**src/rtl/cmpchk_pkg.sv**
```systemverilog
// Shared types for the comparator vector checker: FSM states and the
// packed comparator flag triple {eq, lt, ltu} (eq is bit 2, ltu is bit 0).
package cmpchk_pkg;

    typedef enum logic [2:0] {
        ST_IDLE   = 3'd0,
        ST_LOAD   = 3'd1,
        ST_SETTLE = 3'd2,
        ST_CHECK  = 3'd3,
        ST_DONE   = 3'd4
    } state_t;

    typedef struct packed {
        logic eq;
        logic lt;
        logic ltu;
    } flags_t;

    localparam int SETTLE_CNT_W = 4;

endpackage

```
**src/rtl/cmpchk_errlog.sv**
```systemverilog
// First-error capture for the vector checker (built only with CMPCHK_ERRLOG_EN).
// Holds the first mismatching vector until reset or the next accepted start.
module cmpchk_errlog
    import cmpchk_pkg::*;
#(
    parameter int WIDTH = 64,
    parameter int CNTW  = 64
) (
    input  logic             clk,
    input  logic             reset_n,
    input  logic             clear,
    input  logic             capture,
    input  logic [WIDTH-1:0] op1,
    input  logic [WIDTH-1:0] op2,
    input  flags_t           got,
    input  flags_t           exp,
    input  logic [CNTW-1:0]  idx,
    output logic [WIDTH-1:0] err_op1,
    output logic [WIDTH-1:0] err_op2,
    output logic [2:0]       err_got,
    output logic [2:0]       err_exp,
    output logic [CNTW-1:0]  err_idx
);

    logic             logged_q, logged_d;
    logic [WIDTH-1:0] op1_q, op1_d, op2_q, op2_d;
    flags_t           got_q, got_d, exp_q, exp_d;
    logic [CNTW-1:0]  idx_q, idx_d;

    always_comb begin
        logged_d = logged_q;
        op1_d    = op1_q;
        op2_d    = op2_q;
        got_d    = got_q;
        exp_d    = exp_q;
        idx_d    = idx_q;
        if (clear) begin
            logged_d = 1'b0;
            op1_d    = '0;
            op2_d    = '0;
            got_d    = '0;
            exp_d    = '0;
            idx_d    = '0;
        end else if (capture && !logged_q) begin
            logged_d = 1'b1;
            op1_d    = op1;
            op2_d    = op2;
            got_d    = got;
            exp_d    = exp;
            idx_d    = idx;
        end
    end

    always_ff @(posedge clk) begin
        if (!reset_n) begin
            logged_q <= 1'b0;
            op1_q    <= '0;
            op2_q    <= '0;
            got_q    <= '0;
            exp_q    <= '0;
            idx_q    <= '0;
        end else begin
            logged_q <= logged_d;
            op1_q    <= op1_d;
            op2_q    <= op2_d;
            got_q    <= got_d;
            exp_q    <= exp_d;
            idx_q    <= idx_d;
        end
    end

    assign err_op1 = op1_q;
    assign err_op2 = op2_q;
    assign err_got = got_q;
    assign err_exp = exp_q;
    assign err_idx = idx_q;

endmodule

```
**config.mk**
```make
export PLATFORM = sky130hd
export DESIGN_NAME = cmpchk_errlog
export DESIGN_NICKNAME = d
export VERILOG_FILES = /design/src/rtl/cmpchk_pkg.sv /design/src/rtl/cmpchk_errlog.sv
export SDC_FILE = /design/constraint.sdc
export NUM_CORES = 1
export LEC_CHECK = 0
export CORE_MARGIN = 2
export CORE_UTILIZATION = 30
export DETAILED_ROUTE_END_ITERATION = 16
export DONT_BUFFER_PORTS = 1
export PLACE_DENSITY_LB_ADDON = 0.08
export REMOVE_ABC_BUFFERS = 1
export SYNTH_ARGS = -nofsm -noshare
export SYNTH_HDL_FRONTEND = slang
export SYNTH_SLANG_ARGS = --single-unit
export TNS_END_PERCENT = 5
```
**constraint.sdc**
```tcl
create_clock -name clk -period 1.12 [get_ports clk]
set_clock_uncertainty 0.1 [all_clocks]
set_input_delay 0 -clock clk [delete_from_list [all_inputs] [get_ports clk]]
set_output_delay 0 -clock clk [all_outputs]
set_load 0.005 [all_outputs]
```
# [Word-level counts from Yosys, hierarchy flattened]
# Index checks and enable logic that the tools add are counted.
[totals] register_bits=199 in_bits=202 output_inout_bits=198 wordCells=14
[classes] bitwise_logic=1 n_reduce_logical=3
[ops] cell="$reduce_or A2 Y1" n=1
[ops] cell="$logic_and A1 B1 Y1" n=1
[ops] cell="$logic_not A1 Y1" n=1
[ops] cell="$not A1 Y1" n=1

# [Logic depth before layout (Yosys ltp)]
# Gate-level depths: netlist (run 1).
[logic_depth] depth_word=2 depth_mapped=6

# [Worst setup path after synthesis (run 1)]
# OpenSTA, ideal clock, no wires.
[synth_path] path_kind="register -> register" start="register logged_q" end="register op1_q[39], in the netlist err_op1[39]" setup_ns=0.132 arrival_ns=0.993 t_required_ns=0.888 path_slack_ns=-0.105 path_stages_with_launch=7 period_less_slack_ns=1.225 cell_sequence="dfxtp_1 nand2b_1 buf_4 buf_4 buf_2 nand2_1 a21oi_1"
[synth_via] elab_chain_cells=2
[synth_lines] item="start, declared" line_no="cmpchk_errlog.sv:25" text="logic logged_q, logged_d;"
[synth_lines] item="start signal, assigned" line_no="cmpchk_errlog.sv:63" text="logged_q <= logged_d;"
[synth_lines] item="$logic_not A1 Y1" line_no="cmpchk_errlog.sv:44" text="end else if (capture && !logged_q) begin"
[synth_lines] item="$logic_and A1 B1 Y1" line_no="cmpchk_errlog.sv:44"
[synth_lines] item="end signal, assigned" line_no="cmpchk_errlog.sv:64" text="op1_q <= op1_d;"
[synth_lines] item="end, declared" line_no="cmpchk_errlog.sv:26" text="logic [WIDTH-1:0] op1_q, op1_d, op2_q, op2_d;"
# Every way passes these cells.
# A chain may end at the register's enable or synchronous reset.

# [Worst setup path after layout (run 1)]
[layout_path] start="register logged_q" end="register op1_q[45], in the netlist err_op1[45]"
# The elaborated chain is that of the path after synthesis.

==> results of run 1 <==
cell usage after synthesis:
master | instances | area (sq um)
buf_6 | 2 | 22.52
clkbuf_1 | 15 | 56.30
buf_1 | 4 | 15.01
nand2b_1 | 2 | 12.51
nor2b_1 | 1 | 6.260
nor2_1 | 2 | 7.510
nand2_1 | 396 | 1486
dfxtp_1 | 199 | 3984
a21oi_1 | 198 | 991.0
buf_2 | 41 | 205.2
buf_4 | 4 | 30.03
state kept, by name, summed over array words and instances, names as in the netlist:
name,cells
err_exp,3
err_got,3
err_idx,64
err_op1,64
err_op2,64
logged_q,1
power by group through the flow:
stage	clock, mW	combinational [mW]	sequential [mW]
after global placement	0	1.04	7.66
after floorplan	0	0.712	7.59
after global routing	6.49	2.05	7.52
final	6.01	1.87	7.50
after CTS	6.22	1.68	7.50
after detailed placement	0	1.07	7.67
cells by family after synthesis:
group | share of synthesized area (%)
buffers and inverters | 4.827
AO/OA/AOI/OAI | 14.54
flip-flops | 58.44
AND/OR/NAND/NOR | 22.19
tightest hold or removal path, stage by stage:
cell,delay (ps)
dlygate4sd3_1,530
nand2_1,60
a21oi_1,50
worst min-delay path by stage:
stage	from	endpoint	slack, ps
4_1_cts	idx[46]	err_idx[46]	120
3_5_place_dp	capture	logged_q	40
2_1_floorplan	capture	logged_q	20
3_3_place_gp	capture	logged_q	30
5_1_grt	idx[44]	err_idx[44]	130
6_report	op1[46]	err_op1[46]	150
stage by stage:
step	worst slack (ps)	utilization, %
final	-177.8	46.87
after global routing	-247.1	46.87
after CTS	-151.8	45.03
after detailed placement	-193.0	33.22
after global placement	-143.7	33.22
after floorplan	-6070	-
metal layers:
metal	vias up	wire length [microns]	part of all wire, %	GRT usage, %
li1	3184	-	-	-
met1	3072	8518	38	18.61
met4	0	577	2.6	6.834
met5	-	0	0	0
met2	279	11510	51	30.76
met3	39	1986	8.8	6.641
cell type report:
class	instances	area [sq um]
sequential	199	3988
clock inverter	13	135.1
multi-input combinational	599	2763
fill	2139	11960
tap	285	356.6
clock buffer	19	442.9
timing repair buffer	260	2861
what timing repair did:
action	4_1_cts	5_1_grt
endpoints found under the hold margin	199	0
buffers inserted	0	2
pin swaps	37	19
resized for setup	21	64
hold buffers	201	0
endpoints found under the setup margin	198	198
gates cloned	0	6
==> results.yml, run 1 <==
detailed_routing:
  wl_per_cell_microns: 16.43
  wl_microns: 22590
  drtIter0Drc: 414
  drt-pass1-iter-count: 5
  ant_nets: 0
  viasPerCell: 4.781
  vias: 6574
  drc: 0
layout:
  drive_gt1_share_pct: 14.86
  fin_nets: 1279
  layout_common_cells: "nand2_1, dlygate4sd3_1, dfxtp_1, a21oi_1, a21oi_2"
  syn2layout_area_growth_pct: 54.72
  final_common_cell: "nand2_1"
  final_cell_count_no_fill: 1375
  design_area_sq_um: 10550
  diodes: 0
power_and_ir_drop:
  p_per_area_nw_per_um2: 1458
  power.internal_mw: 11.34
  switching_share_pct: 26.27
  power_mw: 15.38
  switchingPower_mw: 4.039
  leakage_nw: 3.913
  irDropWorstVdd_mv: 1.071
  p_comb_share_pct: 12.1
  pwr-share-clk_pct: 39.1
  p_seq_share_pct: 48.8
run_status:
  violations: "negative setup slack"
  status: "finished, violations left"
yosys:
  ys_seq_elements: 199
  ys_types: 11
  yosysWarnings: 0
  netlist_area_sq_um: 6817
  ys_seq_area_share_pct: 58.44
  syn_area_per_cell_sq_um: 7.890
  synth_cells: 864
floorplan:
  core_sq_um: 22500
  top_level_ports: 400
  die_x_microns: 154.7
  initial_core_util_pct: 30.29
  dieArea_sq_um: 23940
  row_count: 55
  die_h_microns: 154.7
worst_setup_path:
  cp.depth: 6
  worstPathMaxFanout: 7
  path_delay_family: "buffers and inverters"
  path_buf_inv: 3
  timing.rr.end: "err_op1[45]"
  cpMaxStageDelayCell: "dfxtp_4"
  worstSetupEndpointType: "flip-flop"
  startpoint_type: "flip-flop"
  slowest_delay_ps: 360
  critical_path.startpoint: "logged_q"
  rr_worst_depth: 6
  endpoint: "err_op1[45]"
  worstPathArrival_ps: 1510
  crit_required_ps: 1330
  rrSetupSlack_ps: -180
  worstSetupPathType: "flip-flop to flip-flop"
  crit_chain: "nand2b_4 > buf_12 > clkbuf_16 > buf_4 > nand2_1 > a21oi_1"
  r2r_start: "logged_q"
cts:
  ctsLongestPathBuffers: 2
  htreeDepth: 4
  cts-buffers-inserted: 17
  cts_tree: "done"
  clock_sinks: 199
  cts_root_buffer: "clkbuf_16"
  clk_latency_ps: 420
  clk_pin_slew_worst_paths_ps: 80
sta:
  worst_pin_slew_ps: 379.6
  setup_viol: 198
  finalSetupTns_ps: -22000
  hold_slack_ps: 153.8
  fin_ws_ps: -177.8
  period_needed_ps: 1298
  drv_slew: 0
  slew_headroom_pct: 74.69
  period_share_pct: 115.9
  finalHoldViolCount: 0
  rsz0062_at_grt: "true"
  fmax_mhz: 770.6
job:
  cap_violations: 0
global_routing:
  grt_pass1_wl_microns: 33170
  grt_antenna_before_repair: 0
  grt_pass1_vias: 6353
  grt_max_degree: 47
  grt_overflow: 0
  track_usage_pct: 17.34
placed_design:
  dp_hpwl_microns: 15340
  port_buffers: 0
  dp.cells: 1134
  placed_cell_area_sq_um: 7475
  gp_congestion: 0.7284
worst_hold_path:
  hold_depth: 3
  hold_class: "input pin to flip-flop"
(Power assumes the default switching activity.)
==> run 2, diff against run 1 <==
==> constraint.sdc (replaced) <==
create_clock -name clk -period 1.4 [get_ports clk]
set_clock_uncertainty 0.1 [all_clocks]
set_input_delay 0 -clock clk [delete_from_list [all_inputs] [get_ports clk]]
set_output_delay 0 -clock clk [all_outputs]
set_load 0.1 [all_outputs]
==> run 2 against run 1 <==
Net effect: the flow finishes with violations (negative hold slack); sequential cell count is the same; sequential share of layout area decreased by 3.0 points; register-to-register slack better by 280 ps; critical path type unchanged; critical endpoint is now err_op1[2]; largest power group unchanged.
==> results.yml, run 2 (synthesis results as in run 1) <==
cts:
  cts-buffers-inserted: 17
  post_cts_buffers: 0
  clock_sinks: 199
  cts_root_buffer: "clkbuf_16"
  ctsLongestPathBuffers: 2
  cts_tree: "done"
  htreeDepth: 4
  clk_latency_ps: 410
  clk_pin_slew_worst_paths_ps: 70
power_and_ir_drop:
  irDropWorstVdd_mv: 0.6530
  leakage_nw: 4.755
  power_mw: 13.49
  p_per_area_nw_per_um2: 1179
sta:
  drv_slew: 0
  fmax_mhz: 772.4
  hold_slack_ps: -47.30
  setup_viol: 0
  worst_pin_slew_ps: 583.9
  rsz0062_at_grt: "false"
  period_share_pct: 92.48
  slew_headroom_pct: 60.94
  finalHoldViolCount: 39
  period_needed_ps: 1295
run_status:
  violations: "negative hold slack"
  status: "finished, violations left"
detailed_routing:
  wl_microns: 23270
  viasPerCell: 4.595
  ant_nets: 0
  drc: 0
  vias: 7100
  wl_per_cell_microns: 15.06
  drt-pass1-iter-count: 6
  drtIter0Drc: 349
worst_setup_path:
  worstPathArrival_ps: 1540
  startpoint_type: "flip-flop"
  crit_required_ps: 1640
  r2r_start: "logged_q"
  rrSetupSlack_ps: 110
  worstPathMaxFanout: 38
  worstSetupEndpointType: "flip-flop"
  worstSetupPathType: "flip-flop to flip-flop"
  critical_path.startpoint: "logged_q"
floorplan:
  row_count: 55
  core_sq_um: 22500
  initial_core_util_pct: 30.29
  top_level_ports: 400
  die_x_microns: 154.7
  dieArea_sq_um: 23940
  die_h_microns: 154.7
layout:
  final_common_cell: "nand2_1"
  fill_cells: 2086
  area.sequential_sq_um: 3985
  syn2layout_area_growth_pct: 67.84
  diodes: 0
  layout_common_cells: "nand2_1, dlygate4sd3_1, buf_4, a21oi_1, dfxtp_1"
  multi_input_comb_area_sq_um: 2526
  drive_gt1_share_pct: 20.40
  post-route-util_pct: 50.84
  fin_nets: 1451
worst_hold_path:
  hold_class: "input pin to flip-flop"
  hold_start: "reset_n"
global_routing:
  track_usage_pct: 18.58
  grt_pass1_wl_microns: 35650
  grt_max_degree: 83
  grt_antenna_before_repair: 0
  grt_pass1_vias: 6978
  grt_overflow: 0
placed_design:
  dp_hpwl_microns: 15830
  gp_congestion: 0.8030
  port_buffers: 0
job:
  cap_violations: 0
[run 2: cell count changes in the layout (fill, tap and decap cells not counted), sizes merged]
| cell | change |
|---|---|
| buf | +170 |
| clkbuf | -7 |
| clkinvlp | +1 |
| dlygate4sd3 | +8 |
| inv | -2 |
[run 2: path summary, 6_finish.rpt]
| check | end | cells past startpoint |
|---|---|---|
| worst max-delay path | err_op1[2] | 5 |
| worst min-delay path | err_op1[16] | 3 |
| worst max register to register | err_op1[2] | 5 |
| worst min register to register | err_idx[27] | 2 |
[run 2: through the flow]
stage / area [sq um] / setup slack (ps) / std cells / setup TNS (ps)
floorplan: 6487 / -5790 / 798 / -1149020
global placement: 8791 / 121.8 / 1306 / 0
detailed placement: 8791 / 79.23 / 1306 / 0
CTS: 11410 / 64.52 / 1542 / 0
global route: 11440 / 1.280 / 1545 / 0
finish: 11440 / 105.3 / 1545 / 0
[run 2: cell type report]
type / instances / area share, %
timing repair buffer: 432 / 35.14
tap: 285 / 3.117
multi-input combinational: 599 / 22.08
clock inverter: 12 / 0.9952
clock buffer: 18 / 3.839
sequential: 199 / 34.83
[run 2: layer usage]
| metal | routed length, microns | track usage [%] | vias up |
|---|---|---|---|
| li1 | - | - | 3526 |
| met1 | 9260 | 20.29 | 3233 |
| met2 | 11750 | 33.99 | 299 |
| met3 | 1585 | 4.875 | 42 |
| met4 | 677 | 7.804 | 0 |
| met5 | 0 | 0 | - |
[run 2: worst max-delay path: stages, from the launching register on]
cell and delay, ps:
dfxtp_2 340, nor2b_4 120, buf_12 190, buf_12 210, nand2_1 80, a21oi_1 150
[run 2: where the power goes]
part           total (mW)  internal, mW  switching, mW  leakage (nW)
clock network        4.66          2.38           2.29         0.270
logic                2.90         0.905           1.99          2.87
registers            5.93          5.84         0.0956          1.62
[run 2: timing repair]
action / CTS / global route
hold endpoints to repair: 199 / 22
hold buffers: 206 / 3
endpoints found under the setup margin: 0 / 13
resized for setup: 0 / 2
